File: src/rtl/serial_sub_pkg.sv
// rtl/serial_sub_pkg.sv - shared types and constants for serial_sub4 (optional V output via SERIAL_SUB_OVF_EN)
package serial_sub_pkg;

  typedef enum logic [1:0] {
    S_IDLE  = 2'd0,
    S_SHIFT = 2'd1,
    S_DONE  = 2'd2
  } state_t;

  localparam int DEFAULT_WIDTH = 4;

  // Bit counter must be able to hold 0..WIDTH.
  function automatic int cnt_width(input int width);
    return $clog2(width + 1);
  endfunction

endpackage

File: src/rtl/full_sub_bit.sv
// rtl/full_sub_bit.sv - combinational one-bit full subtractor cell
module full_sub_bit (
  input  logic a,
  input  logic b,
  input  logic c,
  output logic d,
  output logic bn
);

  // Difference and borrow-out of a - b - c.
  always_comb begin
    d  = a ^ b ^ c;
    bn = (~a & b) | (~(a ^ b) & c);
  end

endmodule

File: src/rtl/serial_sub4.sv
// rtl/serial_sub4.sv - bit-serial subtractor D = A - B - Bi, LSB first; SERIAL_SUB_OVF_EN adds signed overflow output V
module serial_sub4
  import serial_sub_pkg::*;
#(
  parameter int WIDTH = DEFAULT_WIDTH
) (
  input  logic             clk,
  input  logic             rst,
  input  logic             start,
  input  logic [WIDTH-1:0] A,
  input  logic [WIDTH-1:0] B,
  input  logic             Bi,
  output logic             busy,
  output logic             done,
  output logic [WIDTH-1:0] D,
  output logic             Bo
`ifdef SERIAL_SUB_OVF_EN
  ,
  output logic             V
`endif
);

  localparam int             CW       = cnt_width(WIDTH);
  localparam logic [CW-1:0]  LAST_CNT = CW'(WIDTH - 1);

  state_t           r_state;
  state_t           w_state_next;
  // r_ra doubles as the result shift register: each step frees its MSB,
  // which receives the new difference bit.
  logic [WIDTH-1:0] r_ra;
  logic [WIDTH-1:0] r_rb;
  logic             r_br;
  logic [CW-1:0]    r_cnt;
  logic             w_d;
  logic             w_bn;
  logic             w_last;

  assign w_last = (r_cnt == LAST_CNT);
  assign busy   = (r_state != S_IDLE);
  assign done   = (r_state == S_DONE);

  full_sub_bit u_bit (
    .a  (r_ra[0]),
    .b  (r_rb[0]),
    .c  (r_br),
    .d  (w_d),
    .bn (w_bn)
  );

  // State register; reset aborts any operation in flight.
  always_ff @(posedge clk or posedge rst) begin
    if (rst) begin
      r_state <= S_IDLE;
    end else begin
      r_state <= w_state_next;
    end
  end

  // Next state: start only matters in IDLE, DONE lasts exactly one cycle.
  always_comb begin
    w_state_next = r_state;
    case (r_state)
      S_IDLE:  if (start) w_state_next = S_SHIFT;
      S_SHIFT: if (w_last) w_state_next = S_DONE;
      S_DONE:  w_state_next = S_IDLE;
      default: w_state_next = S_IDLE;
    endcase
  end

  // Operand capture, one bit step per SHIFT cycle, result load on the last step.
  always_ff @(posedge clk or posedge rst) begin
    if (rst) begin
      r_ra  <= '0;
      r_rb  <= '0;
      r_br  <= 1'b0;
      r_cnt <= '0;
      D     <= '0;
      Bo    <= 1'b0;
`ifdef SERIAL_SUB_OVF_EN
      V     <= 1'b0;
`endif
    end else begin
      case (r_state)
        S_IDLE: begin
          if (start) begin
            r_ra  <= A;
            r_rb  <= B;
            r_br  <= Bi;
            r_cnt <= '0;
          end
        end
        S_SHIFT: begin
          r_ra  <= {w_d, r_ra[WIDTH-1:1]};
          r_rb  <= {1'b0, r_rb[WIDTH-1:1]};
          r_br  <= w_bn;
          r_cnt <= r_cnt + 1'b1;
          if (w_last) begin
            D  <= {w_d, r_ra[WIDTH-1:1]};
            Bo <= w_bn;
`ifdef SERIAL_SUB_OVF_EN
            // r_br here is the borrow into the MSB step.
            V  <= r_br ^ w_bn;
`endif
          end
        end
        default: begin
        end
      endcase
    end
  end

endmodule

File: config.mk
export PLATFORM = sky130hd
export DESIGN_NAME = serial_sub4
export DESIGN_NICKNAME = d
export VERILOG_FILES = /design/src/rtl/serial_sub_pkg.sv /design/src/rtl/full_sub_bit.sv /design/src/rtl/serial_sub4.sv
export SDC_FILE = /design/constraint.sdc
export NUM_CORES = 1
export LEC_CHECK = 0
export CAP_MARGIN = 20
export CORE_MARGIN = 10
export CORE_UTILIZATION = 25
export DETAILED_ROUTE_END_ITERATION = 8
export SLEW_MARGIN = 20
export SYNTH_ARGS = -nofsm -noshare
export SYNTH_HDL_FRONTEND = slang
export SYNTH_HIERARCHICAL = 1
export SYNTH_SLANG_ARGS = --single-unit
File: constraint.sdc
create_clock -name clk -period 1.4 [get_ports clk]
set_input_delay 0.21 -clock clk [delete_from_list [all_inputs] [get_ports clk]]
set_output_delay 0.21 -clock clk [all_outputs]
set_load 0.03 [all_outputs]
---- Word level (Yosys, flattened, before mapping) ----
Cells that the tools add are included.
operators by class
  reduce and logical (&&, ||, !) cells .... 6
  add/subtract/negate cells ............... 1
  equal/unequal tests ..................... 5
  bitwise operators ....................... 7
  muxes and demuxes ....................... 11
operators with widths
  operator                                                               number
  4-bit case mux with 2 select lines                                     2
  4-bit two-way mux                                                      2
  3-bit case mux with 2 select lines                                     1
  2-bit AND reduction                                                    3
  2-bit two-way mux                                                      2
  2-bit inequality test, second input constant                           2
  2-bit case mux with 2 select lines                                     1
  2-bit nonzero test                                                     2
  3-bit by 1-bit adder with 3-bit output, second input constant          1
  3-bit by 2-bit equality test with 1-bit output, second input constant  1
  3-bit two-way mux                                                      1
  1-bit AND                                                              2
  2-bit by 1-bit equality test with 1-bit output, second input constant  1
  2-bit equality test, second input constant                             1
  2-bit logical NOT                                                      1
  1-bit NOT                                                              2
  1-bit case mux with 2 select lines                                     1
  1-bit bitwise XOR                                                      2
  1-bit two-way mux                                                      1
  1-bit bitwise OR                                                       1
storage, ports and cells
  flip-flop bits (word level) ............. 19
  output and inout port bits .............. 7

---- Logic depth before layout (Yosys ltp) ----
  word-level depth ........................ 5
  gate-level depth with buffers ........... 5
  depth with buffers taken out ............ 5

---- By module ----
The synthesis kept the hierarchy.
modules (own cells, without submodules)
  module        seq. area each (um2)  cells an instance  instances  area each (um2)
  serial_sub4   475.5                 81                 1          895.9
  full_sub_bit  0.0                   4                  1          31.3

---- Least setup slack after synthesis ----
No wires, ideal clock.
  path type ............................... flip-flop to flip-flop
  from .................................... register r_cnt[0]
  to ...................................... register Bo
  slack ................................... 0.102 ns
  clock period less this slack ............ 1.298 ns
  library setup time ...................... 0.125 ns
  data arrival time ....................... 1.173 ns
  required time ........................... 1.275 ns
  path buffers ............................ 0
  stages on the path, launching flop included .. 5
  cells stage by stage .................... dfrtp_1 > ha_1 > ha_1 > nand2_4 > mux2_4
between the ends
  word-level cells in the longest chain between the ends .. 2
RTL lines
  what                                            RTL line           source
  start: declaration                              serial_sub4.sv:33  logic [CW-1:0] r_cnt;
  start signal: assignment                        serial_sub4.sv:96  r_cnt <= r_cnt + 1'b1;
  3-bit by 2-bit equality test with 1-bit output  serial_sub4.sv:38  assign w_last = (r_cnt == LAST_CNT);
  2-bit AND reduction (no line)                   -
  end signal: assignment                          serial_sub4.sv:99  Bo <= w_bn;
  end: declaration                                serial_sub4.sv:16  output logic Bo
Every way passes these cells.
A chain may end at the register's enable or synchronous reset.

---- Worst setup path after layout ----
  from .................................... register r_ra[0]
  to ...................................... register r_ra[3]
between the ends
  word-level cells in the longest chain between the ends .. 3
RTL lines
  what                                RTL line            source
  start: declaration                  serial_sub4.sv:30   logic [WIDTH-1:0] r_ra;
  start signal: assignment            serial_sub4.sv:93   r_ra <= {w_d, r_ra[WIDTH-1:1]};
  1-bit bitwise XOR (2 in series)     full_sub_bit.sv:12  d = a ^ b ^ c;
  named net w_d                       serial_sub4.sv:34   logic w_d;
  4-bit case mux with 2 select lines  serial_sub4.sv:83   case (r_state)
The timed path passes the listed nets, and every way through them passes these cells.

==> out/summary.txt <==
Gate Count Post-Synth - 85
Measured slew at the worst slew-check pin - 0.3440 ns
Antenna cells - 0
Crit-path cells - fa_1 > o221a_2
Final Wtd Congestion - 0.8333
Clock latency on the worst-skew pair - 0.25 ns
Die ar. - 6544 sq um
Final Skew - 0.002187 ns
Crit. End Element - register
I/O Buffers - 18
Clk sinks - 19
Initial Util - 25.52%
Die X - 80.90 microns
Dpl cells - 152
Synth Flop Type - dfrtp_1
Largest area contributor in the synthesized netlist - dfrtp_1
Worst setup SP type - register
CP max FO - 3
Global-route wire length before repair - 3484 microns
Wire length per cell - 13.46 microns
Origin of the worst setup path - r_ra[0]
Filler cell count - 367
Final hold violations - 0
Fin crit period - 1.354 ns
Core box area - 3633 sq um
Arrival time worst endpoint - 1.50 ns
H-Tree Depth - 1
Cell variety after synth - 23
Longest Clk Path Bufs - 2
FFs w/ async S/R, synth - 100.0%
Reg2reg end - r_ra[3]
Final wirelength - 2153 microns
Status - complete, no violations
Die Y - 80.90 microns
Initial antenna violation count - 0
Overflow after GRT - 0
Peak supply drop - 0.5294 mV
ANT nets after route - 0
Power Dens Cells - 2251 nW/um^2
# IOs - 19
Crit path required time - 1.54 ns
CTS tree - done
Fin crit share - 96.68%
Row cnt - 22
Top-count cell post-synth - dfrtp_1
Tot GR Track Use - 6.718%
CTS buffer count - 3
Critical path endpoint - r_ra[3]
Syn Area/Cell - 10.91 sq um
Reg2Reg Setup Slack - 0.05 ns
Nets - 128
Vias - 770
Worst reg2reg path depth - 2
Fin cells - 160
DRC - 0
Most area-consuming cells after synthesis - dfrtp_1, mux2_4, o22ai_1
Slew Limit Headroom - 77.06%
CP max-delay cell - fa_1
Mapped cell area - 927.1 sq um
Starting DRT DRC Count - 62
Final HPWL DP - 1612 microns
Largest net degree at the start of global routing - 20
First-pass detailed-route iteration total - 4
Unrepaired setup endpoints after global routing - false
Leakage power - 0.5868 nW
CTS clk-pin slew, worst paths - 0.07 ns
Critical Path Max Stage Delay - 0.53 ns
Worst min path class - input pin to asynchronous set/reset pin
Max_cap viols - 0
Worst R2R Start - r_ra[0]
Mapped Nets - 100
Max-slew violations - 0
Fmax - 0.7388 GHz
Yosys warns - 6
Crit path kind - register to register
Sequential-to-total area share from yosys stat - 51.28%
Top cells by count, synth - dfrtp_1, inv_1, o22ai_1
Area Growth Syn to Fin - 34.82%
Vias in the first global route - 717
Share of the synthesized area in the top cell type - 51.28%
CTS root buffer - clkbuf_8
Total negative slack - 0 ns
Final setup vio count - 0
Vias per inst - 4.813
Post-synth EDFFs - 0
Share of post-route cells with drive strength above 1 - 25.00%
Synthesized flop and latch total - 19
power breakdown:
group	switching, mW	internal, mW	total [mW]
clock	0.174	0.202	0.376
sequential	0.194	0.819	1.01
combinational	0.741	0.682	1.42
cells in the final DEF (no fill, tap or decap):
master and count:
buf_4 11, dfrtp_2 2, clkdlybuf4s50_1 11, clkbuf_8 3
nor3b_1 2, nor2b_1 1, nand2_1 3, nor2_2 2
nand3b_1 1, nand2b_2 1, nand2_4 1, fa_1 1
a21oi_1 8, nor2_1 3, inv_1 11, nand3_1 1
nor2b_4 1, mux2_4 5, ha_1 1, dfrtp_1 17
o22a_1 2, dlygate4sd2_1 5, ha_2 1, nand2b_1 1
o221a_2 1, o21ai_0 4, o22ai_1 11, clkbuf_1 1
logic make-up (layout without fill, tap and decap cells):
logic type | count (synthesis) | after routing | synth area share (%)
AO/OA/AOI/OAI | 26 | 26 | 17.00
adder cells (fa/ha/maj) | 3 | 3 | 4.858
buffers and inverters | 15 | 42 | 7.558
flip-flops | 19 | 19 | 51.28
multiplexers | 5 | 5 | 8.097
AND/OR/NAND/NOR | 17 | 17 | 11.20
what timing repair did:
item,in CTS,in global routing
setup endpoints to repair,7,8
buffers inserted,0,4
hold buffers,0,0
gates resized for setup,7,3
pin swaps,0,2
metrics by stage:
stage	hold WS (ns)	cell area (sq um)	total power, mW	worst slack [ns]	util, %
2_1_floorplan	0.1611	927.1	1.996	0.1024	-
3_3_place_gp	0.4834	1171	2.384	0.009473	32.23
3_5_place_dp	0.4994	1171	2.432	-0.01100	32.23
4_1_cts	0.2897	1214	2.768	0.01226	33.40
5_1_grt	0.3216	1250	3.051	0.00003975	34.40
6_report	0.2835	1250	2.813	0.04646	34.40
layer usage:
layer	vias to the layer above	track usage, %	routed length, microns
li1	354	-	-
met2	40	10.91	1010
met4	0	2.595	25
met1	372	7.737	928
met5	-	0	0
met3	4	2.759	188
sequential cells by signal, summed over array words and instances, names as in the netlist:
| name | count |
|---|---|
| r_br | 1 |
| r_cnt | 3 |
| r_state | 2 |
| r_ra | 4 |
| Bo | 1 |
| r_rb | 4 |
| D | 4 |
critical path, delay by kind of cell (launching register included):
family / cells / cell delay, ns
DFF: 1 / 0.42
adders and majority gates: 1 / 0.53
AOI/OAI and AO/OA: 1 / 0.30
area by class of cell:
| cell class | instances | area, sq um | area share [%] |
|---|---|---|---|
| Clock buffer | 4 | 45.04 | 3.604 |
| Inverter | 11 | 41.29 | 3.303 |
| Multi-Input combinational cell | 51 | 389.1 | 31.13 |
| Sequential cell | 19 | 478.0 | 38.24 |
| Tap cell | 48 | 60.06 | 4.805 |
| Timing Repair Buffer | 27 | 236.5 | 18.92 |
worst min-delay path by stage:
stage                  start        to  slack [ns]  depth (start not counted)
detailed placement      D[2]      D[2]        0.50                          1
finish                   rst      D[1]        0.28                          3
global route             rst   r_ra[2]        0.32                          3
CTS                      rst   r_ra[1]        0.29                          3
global placement    r_cnt[0]  r_cnt[0]        0.48                          1
floorplan                rst        Bo        0.16                          1
No activity file was read; power rests on OpenSTA's default activity.
